<file path="src/rtl/branch_judge_if.sv">
// Branch judge bus: operand, branch type, capture strobe and results.
// Master drives the comparison request, slave returns the decisions.
interface branch_judge_if #(
   parameter int WIDTH     = 16,
   parameter int CNT_WIDTH = 16
);
   logic signed [WIDTH-1:0] imm;
   logic [1:0]              BType;
   logic                    eval;
   logic                    clr_stats;
   logic                    out;
   logic                    out_q;
   logic                    out_q_valid;
   logic [CNT_WIDTH-1:0]    taken_cnt;
   logic [CNT_WIDTH-1:0]    eval_cnt;

   modport master (
      output imm, BType, eval, clr_stats,
      input  out, out_q, out_q_valid,
      input  taken_cnt, eval_cnt
   );

   modport slave (
      input  imm, BType, eval, clr_stats,
      output out, out_q, out_q_valid,
      output taken_cnt, eval_cnt
   );
endinterface

</file>
<file path="src/rtl/branch_judge.sv">
// Signed branch-condition evaluator with registered decision.
// Statistics counters are built only when BRANCH_JUDGE_STATS_EN is defined.
module branch_judge #(
   parameter int WIDTH     = 16,
   parameter int CNT_WIDTH = 16
) (
   input logic            clk,
   input logic            rst_n,
   branch_judge_if.slave  bus
);
   logic neg;
   logic zero;
   logic dec;

   assign neg  = bus.imm[WIDTH-1];
   assign zero = (bus.imm == '0);

   // Decode branch type into eq/ge/gt/ne on the signed operand
   always_comb begin
      dec = 1'b0;
      unique case (1'b1)
         (bus.BType == 2'd0): dec = zero;
         (bus.BType == 2'd1): dec = !neg;
         (bus.BType == 2'd2): dec = !neg && !zero;
         (bus.BType == 2'd3): dec = !zero;
      endcase
   end

   assign bus.out = dec;

   logic q;
   logic qv;

   // Capture the decision on each eval strobe
   always_ff @(posedge clk or negedge rst_n) begin
      if (!rst_n) begin
         q  <= 1'b0;
         qv <= 1'b0;
      end else begin
         qv <= bus.eval;
         if (bus.eval)
            q <= dec;
      end
   end

   assign bus.out_q       = q;
   assign bus.out_q_valid = qv;

`ifdef BRANCH_JUDGE_STATS_EN
   logic [CNT_WIDTH-1:0] tcnt;
   logic [CNT_WIDTH-1:0] ecnt;

   // Saturating counters; clear wins over a same-cycle eval
   always_ff @(posedge clk or negedge rst_n) begin
      if (!rst_n) begin
         tcnt <= '0;
         ecnt <= '0;
      end else if (bus.clr_stats) begin
         tcnt <= '0;
         ecnt <= '0;
      end else if (bus.eval) begin
         if (ecnt != '1)
            ecnt <= ecnt + 1'b1;
         if (dec && tcnt != '1)
            tcnt <= tcnt + 1'b1;
      end
   end

   assign bus.taken_cnt = tcnt;
   assign bus.eval_cnt  = ecnt;
`else
   logic unused_clr;
   assign unused_clr    = bus.clr_stats;
   assign bus.taken_cnt = {CNT_WIDTH{1'b0}};
   assign bus.eval_cnt  = {CNT_WIDTH{1'b0}};
`endif
endmodule

</file>
<file path="src/flat_wrapper.sv">
// flat-port wrapper written by rule: the top's interface ports become plain ports
module branch_judge_flat 
#(
   parameter int WIDTH     = 16,
   parameter int CNT_WIDTH = 16
)
  (clk, rst_n, bus_imm, bus_BType, bus_eval, bus_clr_stats, bus_out, bus_out_q, bus_out_q_valid, bus_taken_cnt, bus_eval_cnt);
  branch_judge_if #(.WIDTH(WIDTH), .CNT_WIDTH(CNT_WIDTH)) bus_i ();
  input logic clk;
  input logic rst_n;
  input wire logic [$bits(bus_i.imm)-1:0] bus_imm;
  input wire logic [$bits(bus_i.BType)-1:0] bus_BType;
  input wire logic [$bits(bus_i.eval)-1:0] bus_eval;
  input wire logic [$bits(bus_i.clr_stats)-1:0] bus_clr_stats;
  output wire logic [$bits(bus_i.out)-1:0] bus_out;
  output wire logic [$bits(bus_i.out_q)-1:0] bus_out_q;
  output wire logic [$bits(bus_i.out_q_valid)-1:0] bus_out_q_valid;
  output wire logic [$bits(bus_i.taken_cnt)-1:0] bus_taken_cnt;
  output wire logic [$bits(bus_i.eval_cnt)-1:0] bus_eval_cnt;
  assign bus_i.imm = bus_imm;
  assign bus_i.BType = bus_BType;
  assign bus_i.eval = bus_eval;
  assign bus_i.clr_stats = bus_clr_stats;
  assign bus_out = bus_i.out;
  assign bus_out_q = bus_i.out_q;
  assign bus_out_q_valid = bus_i.out_q_valid;
  assign bus_taken_cnt = bus_i.taken_cnt;
  assign bus_eval_cnt = bus_i.eval_cnt;
  branch_judge #(.WIDTH(WIDTH), .CNT_WIDTH(CNT_WIDTH)) u_core (.clk(clk), .rst_n(rst_n), .bus(bus_i));
endmodule
</file>
<file path="config.mk">
export PLATFORM = sky130hd
export DESIGN_NAME = branch_judge_flat
export DESIGN_NICKNAME = d
export VERILOG_FILES = /design/src/rtl/branch_judge_if.sv /design/src/rtl/branch_judge.sv /design/src/flat_wrapper.sv
export SDC_FILE = /design/constraint.sdc
export NUM_CORES = 1
export LEC_CHECK = 0
export ABC_AREA = 1
export BUFFER_PORTS_ARGS = -buffer_cell sky130_fd_sc_hd__clkbuf_2
export CAP_MARGIN = 20
export CELL_PAD_IN_SITES_DETAIL_PLACEMENT = 1
export CELL_PAD_IN_SITES_GLOBAL_PLACEMENT = 2
export CORE_MARGIN = 1.5
export CORE_UTILIZATION = 12
export DETAILED_ROUTE_END_ITERATION = 16
export PLACE_DENSITY = 0.74
export SLEW_MARGIN = 20
export SYNTH_ARGS = -nofsm -noshare
export SYNTH_HDL_FRONTEND = slang
export SYNTH_SLANG_ARGS = --single-unit
export TNS_END_PERCENT = 100
</file>
<file path="constraint.sdc">
create_clock -name clk -period 2.67 [get_ports clk]
set_input_delay 0.534 -clock clk [delete_from_list [all_inputs] [get_ports clk]]
set_output_delay 0.534 -clock clk [all_outputs]
set_load 0.02 [all_outputs]
</file>
After elaboration in Yosys (flattened, before gate mapping):

Cells that the tools add are included.

* reductions and logical operators: 5
* $mul: 0
* equality and inequality tests: 3
* order comparisons: 0
* shift operators: 0
* bitwise operators: 0
* muxes and demuxes: 1
* add/subtract/negate cells: 0
* div/mod/pow operators: 0

Operators by type and width (number)
* $logic_not A16 Y1: 1
* $eq A2 B2 Y1 const B: 2
* $pmux W1 S4: 1
* $eq A2 B1 Y1 const B: 1
* $logic_not A1 Y1: 2
* $logic_not A2 Y1: 1
* $logic_and A1 B1 Y1: 1

* bits in writable memories: 0
* memories: 0
* input bits: 22
* register bits: 2
* latch bits: 0
* output and inout bits: 35
* ROM bits: 0
* logic and storage cells: 11

Longest topological paths before layout:

Gate-level depths: netlist of the first run.

* depth after elaboration: 4
* gate-level depth with buffers: 9
* depth with buffers taken out: 9

Worst setup path before layout of the first run:

Ideal clock, no wire load.

* path type: input port to output port
* start: input bus_imm[7]
* end: output bus_out
* required time: 2.136 ns
* arrival: 1.189 ns
* path buffers: 0
* setup slack: 0.947 ns
* cell stages on the path: 8
* cell sequence: nor2_1 > nand2_1 > nor2_2 > nand2_1 > nand2_1 > nand2_1 > nand2_1 > and2_1

* cells in the longest elaborated chain, start to end: 4

RTL lines
* start, declared: RTL line flat_wrapper.sv:11 `input wire logic [$bits(bus_i.imm)-1:0] bus_imm;`
* $logic_not A16 Y1 *: RTL line branch_judge.sv:16 `assign zero = (bus.imm == '0);`
* $logic_not A1 Y1: RTL line branch_judge.sv:24, branch_judge.sv:25
* $logic_and A1 B1 Y1: RTL line branch_judge.sv:24 `(bus.BType == 2'd2): dec = !neg && !zero;`
* $pmux W1 S4 *: RTL line branch_judge.sv:21 `unique case (1'b1)`
* end, declared: RTL line flat_wrapper.sv:15 `output wire logic [$bits(bus_i.out)-1:0] bus_out;`

Every way passes the cells marked *; elsewhere a longest branch is shown, timed or not.

Worst setup path after layout of the first run:

Ends and elaborated chain as after synthesis.

==> results.toml, run 1 <==
[route]
first_pass_iters = 2
wire_per_inst_um = 6.61
detail-route-antenna-nets = 0
drt_iter0_drc = 13
totalWireLength_um = 893
drc = 0
routed_via_density = 2.71
via_count = 366

[worst_hold_path]
holdCritPathClass = "input port to async pin"

[sta]
hold_violations = 0
finalCriticalPeriod_ps = 1960
clock.fmax_mhz = 509
fin_crit_sh_pct = 73.5
setup_ws_ps = 707
rsz0062_at_grt = "false"
setup-violations-final = 0
tns_ps = 0
drv_slew = 0
fin_worst_skew_ps = 0

[layout]
area_delta_synth_final_pct = 17.3
fin_cells = 135
drive_gt1_share_pct = 31.5
seq_area_um2 = 50.0
nFillCells = 454
multi_input_area_um2 = 226
insertedDiodeCount = 0
layout.nets = 113
final_core_util_pct = 14.6

[clock_tree]
clk_pin_slew_ps = 30
cts_max_level = 1
clock_latency_ps = 220
clock-sinks = 2
cts_made_buffers = 3
cts_tree = "built"
postCtsSetupBuffers = 0
ctsHoldBuffers = 0
cts_buffer_depth = 2
post_cts_resized = 0
root_buffer = "clkbuf_4"

[grt]
grtUsageTotal_pct = 4.10
antenna_found_initial = 0
grt_pass1_wl_mm = 1.08
grt_max_degree = 4
grt.overflow.total = 0
grt_pass1_vias = 307

[power]
vdd.ir_drop.worst_v = 0.0000621
power_mw = 0.175
p_per_area_nw_per_um2 = 363
leakage_nw = 0.304

[floorplanning]
die_area_um2 = 3790
core_area_um2 = 3310
die_h_um = 61.6
fp-row-count = 21
die_x_um = 61.6
io_pins = 57
start_util_pct = 12.4

[setup_path]
rrSetupSlack_ps = 2080
worstPathRequired_ps = 2140
r2r-end = "u_core.bus.out_q"
arrival_ps = 1430
path_max_fanout = 2
r2r_cells = 2
critPathKind = "input port to output pin"
crit_path_start_kind = "input port"
endpoint_kind = "output pin"
r2r_start = "u_core.bus.out_q"

[yosys]
yosysSeqAreaShare_pct = 12.2
syn-cell-area_um2 = 412
synthCells = 64
syn_area_per_cell_um2 = 6.43
ys_ff_latch = 2
ys_types = 9
ys_warn_count = 0

[place]
place_inst = 132
dp_hpwl_um = 824
dp_slack_ps = 689
place.port_buffers = 23
gp_congestion = 0.557

[run_status]
status = "completed"

[run]
drv_cap = 0
final cells by class:
cell class	count	area share (%)
Multi-Input combinational cell	58	46.9
Timing Repair Buffer	23	23.8
Tap cell	46	11.9
Sequential cell	2	10.4
Clock buffer	3	4.66
Inverter	3	2.33
cell usage in the layout, fill, tap and decap left out, drive strengths merged:
master,Yosys,layout
conb,1,32
clkbuf,0,26
nand2,14,14
nor2,10,10
inv,3,3
dfrtp,2,2
and2,1,1
nand3,1,1
routing by layer:
metal | vias up | GRT usage, % | share of wire [%]
li1 | 176 | - | -
met1 | 153 | 2.61 | 32
met2 | 35 | 8.42 | 49
met3 | 2 | 2.10 | 18
met4 | 0 | 2.74 | 1.1
met5 | - | 0 | 0
worst max-delay path, cell delays in order:
cell      delay (ps)
clkbuf_2          80
nor2_1           100
nand2_1           70
nor2_2           100
nand2_1           80
nand2_1           70
nand2_1           50
nand2_1           70
and2_1           120
clkbuf_2         160
registers in the layout (all words and copies together) (netlist names):
name	flops
u_core.bus.out_q	1
u_core.bus.out_q_valid	1
Yosys cell counts:
library cell | count | area share [%]
buf_4 | 32 | 58
nand2_1 | 14 | 13
nor2_1 | 8 | 7.3
inv_1 | 3 | 2.7
dfrtp_1 | 2 | 12
nor2_2 | 2 | 3.0
and2_1 | 1 | 1.5
conb_1 | 1 | 0.91
nand3_1 | 1 | 1.2
through the flow:
stage	hold slack [ps]	area, um2
finish	92.5	483
global route	79.6	483
CTS	87.4	483
detailed placement	326	460
global placement	319	460
floorplan	238	528
how the worst max path moves through the flow:
stage	startpoint	to	slack, ps
after floorplan	bus_imm[7]	bus_out	950
after global placement	bus_imm[15]	bus_out	730
after detailed placement	bus_imm[7]	bus_out	690
after CTS	bus_imm[7]	bus_out	690
after global routing	bus_imm[15]	bus_out	540
final	bus_imm[7]	bus_out	710
cells by family after synthesis:
group / synth area share [%]
other: 0.911
buffers and inverters: 61.1
flip-flops: 12.2
AND/OR/NAND/NOR: 25.8
power breakdown:
part           internal [mW]  switching, mW
clock network         0.0495         0.0161
registers             0.0330        0.00109
logic                 0.0175         0.0581
Power figures use the tool's default switching activity.
==> run 2: changes to the inputs <==
==> constraint.sdc (replaced) <==
create_clock -name clk -period 1.9 [get_ports clk]
set_input_delay 0.38 -clock clk [delete_from_list [all_inputs] [get_ports clk]]
set_output_delay 0.38 -clock clk [all_outputs]
set_load 0.02 [all_outputs]
==> run 2 against run 1 <==
Sequential share of layout area is 0.21 points lower. Flip-flop and latch count stayed put. Non-clock buffer count is 1 higher. Clock power is 41% higher. Hold slack better by 220 ps. Wire length is 0.34% higher. Via count is 0.55% higher. Setup slack worse by 460 ps. Clock skew stayed put. Cell area is 2.1% higher. Critical endpoint unchanged. Largest cell class unchanged.
==> results.toml, run 2 (synthesis gave the netlist of run 1 again) <==
[place]
gp_congestion = 0.557
dp_hpwl_um = 824
place.port_buffers = 23
dp_slack_ps = 227

[floorplanning]
die_area_um2 = 3790
die_h_um = 61.6
core_area_um2 = 3310
fp-row-count = 21
start_util_pct = 12.4
io_pins = 57
die_x_um = 61.6

[clock_tree]
clock-sinks = 2
cts_made_buffers = 3
clk_pin_slew_ps = 30
cts_buffer_depth = 2
root_buffer = "clkbuf_4"
cts_max_level = 1
postCtsSetupBuffers = 0
cts_tree = "built"
clock_latency_ps = 220

[setup_path]
cpPeakStageDelay_ps = 160
cp_cell_sequence = "clkbuf_2 -> nor2_1 -> nand2_1 -> nor2_2 -> nand2_1 -> nand2_1 -> nand2_1 -> nand2_1 -> and2_1 -> clkbuf_2"
crit_path_start_kind = "input port"
path_max_fanout = 2
path_delay_family = "simple AND/OR/NAND/NOR gates"
cp_slowest_cell = "clkbuf_2"
critPathMostFrequentCell = "nand2_1"
arrival_ps = 1280
rrSetupSlack_ps = 1310
path_buf_inv = 2
endpoint_kind = "output pin"
critPathKind = "input port to output pin"
worstPathRequired_ps = 1520

[sta]
finalCriticalPeriod_ps = 1660
fin_crit_sh_pct = 87.1
clock.fmax_mhz = 604
drv_slew = 0
setup-violations-final = 0
rsz0062_at_grt = "false"
fin_worst_skew_ps = 0
setup_ws_ps = 245
hold_violations = 0
tns_ps = 0

[grt]
grt_pass1_vias = 301
grt_max_degree = 4
grt.overflow.total = 0
antenna_found_initial = 0
grtUsageTotal_pct = 4.05
grt_pass1_wl_mm = 1.07

[route]
first_pass_iters = 2
wire_per_inst_um = 6.59
detail-route-antenna-nets = 0
routed_via_density = 2.71
drc = 0
totalWireLength_um = 896
drt_iter0_drc = 10
via_count = 368

[layout]
insertedDiodeCount = 0
layout_commonest_cell = "conb_1"
final_cell_mix = "conb_1, clkbuf_2, nand2_1, nor2_1"
nFillCells = 453
layout.nets = 114
drive_gt1_share_pct = 31.1
area_delta_synth_final_pct = 19.8

[power]
vdd.ir_drop.worst_v = 0.0000873
leakage_nw = 0.308
p_per_area_nw_per_um2 = 503
power_mw = 0.248

[run]
drv_cap = 0

[worst_hold_path]
holdCritPathClass = "input port to register"

[run_status]
status = "completed"
==> run 2: changes by cell type in the layout (fill, tap and decap cells not counted) <==
cell / change
dlygate4sd3_1: +1
==> run 2: layer usage <==
| layer | part of all wire [%] | vias up | wire, um | GRT usage [%] |
|---|---|---|---|---|
| met4 | 1.1 | 0 | 10 | 2.74 |
| met2 | 49 | 35 | 438 | 8.27 |
| met3 | 18 | 2 | 162 | 2.10 |
| li1 | - | 178 | - | - |
| met5 | 0 | - | 0 | 0 |
| met1 | 32 | 153 | 284 | 2.61 |
==> run 2: cell type report <==
cell class                 count  area [um2]  area share (%)
sequential                     2        50.0            10.2
inverter                       3        11.3            2.28
clock buffer                   3        22.5            4.57
multi-input combinational     58         226            45.9
tap                           46        57.6            11.7
timing repair buffer          24         125            25.4
==> run 2: repair_timing <==
action | in CTS | in global routing
gates resized for setup | 0 | 0
hold buffers | 1 | 0
hold endpoints to repair | 2 | 0
endpoints found under the setup margin | 0 | 0
==> run 2: power by group <==
group	switching (mW)	internal [mW]	leakage, nW	total, mW
registers	0.00154	0.0463	0.0235	0.0479
logic	0.0819	0.0260	0.271	0.108
clock network	0.0227	0.0695	0.0138	0.0922
==> run 2: worst paths after layout <==
| kind | start | endpoint | cells after the start |
|---|---|---|---|
| worst max register to register | u_core.bus.out_q | u_core.bus.out_q | 2 |
| worst max-delay path | bus_imm[7] | bus_out | 10 |
| worst min-delay path | bus_eval | u_core.bus.out_q_valid | 1 |
| min in group asynchronous | rst_n | u_core.bus.out_q | 2 |
| max in group asynchronous | rst_n | u_core.bus.out_q_valid | 2 |
| worst min register to register | u_core.bus.out_q | u_core.bus.out_q | 2 |
==> run 2: stage by stage <==
step,instances,hold WS [ps],util (%),cell area [um2]
3_5_place_dp,132,172,13.9,460
6_report,136,309,14.9,493
2_1_floorplan,95,84.4,-,528
5_1_grt,136,294,14.9,493
3_3_place_gp,132,165,13.9,460
4_1_cts,136,301,14.9,493
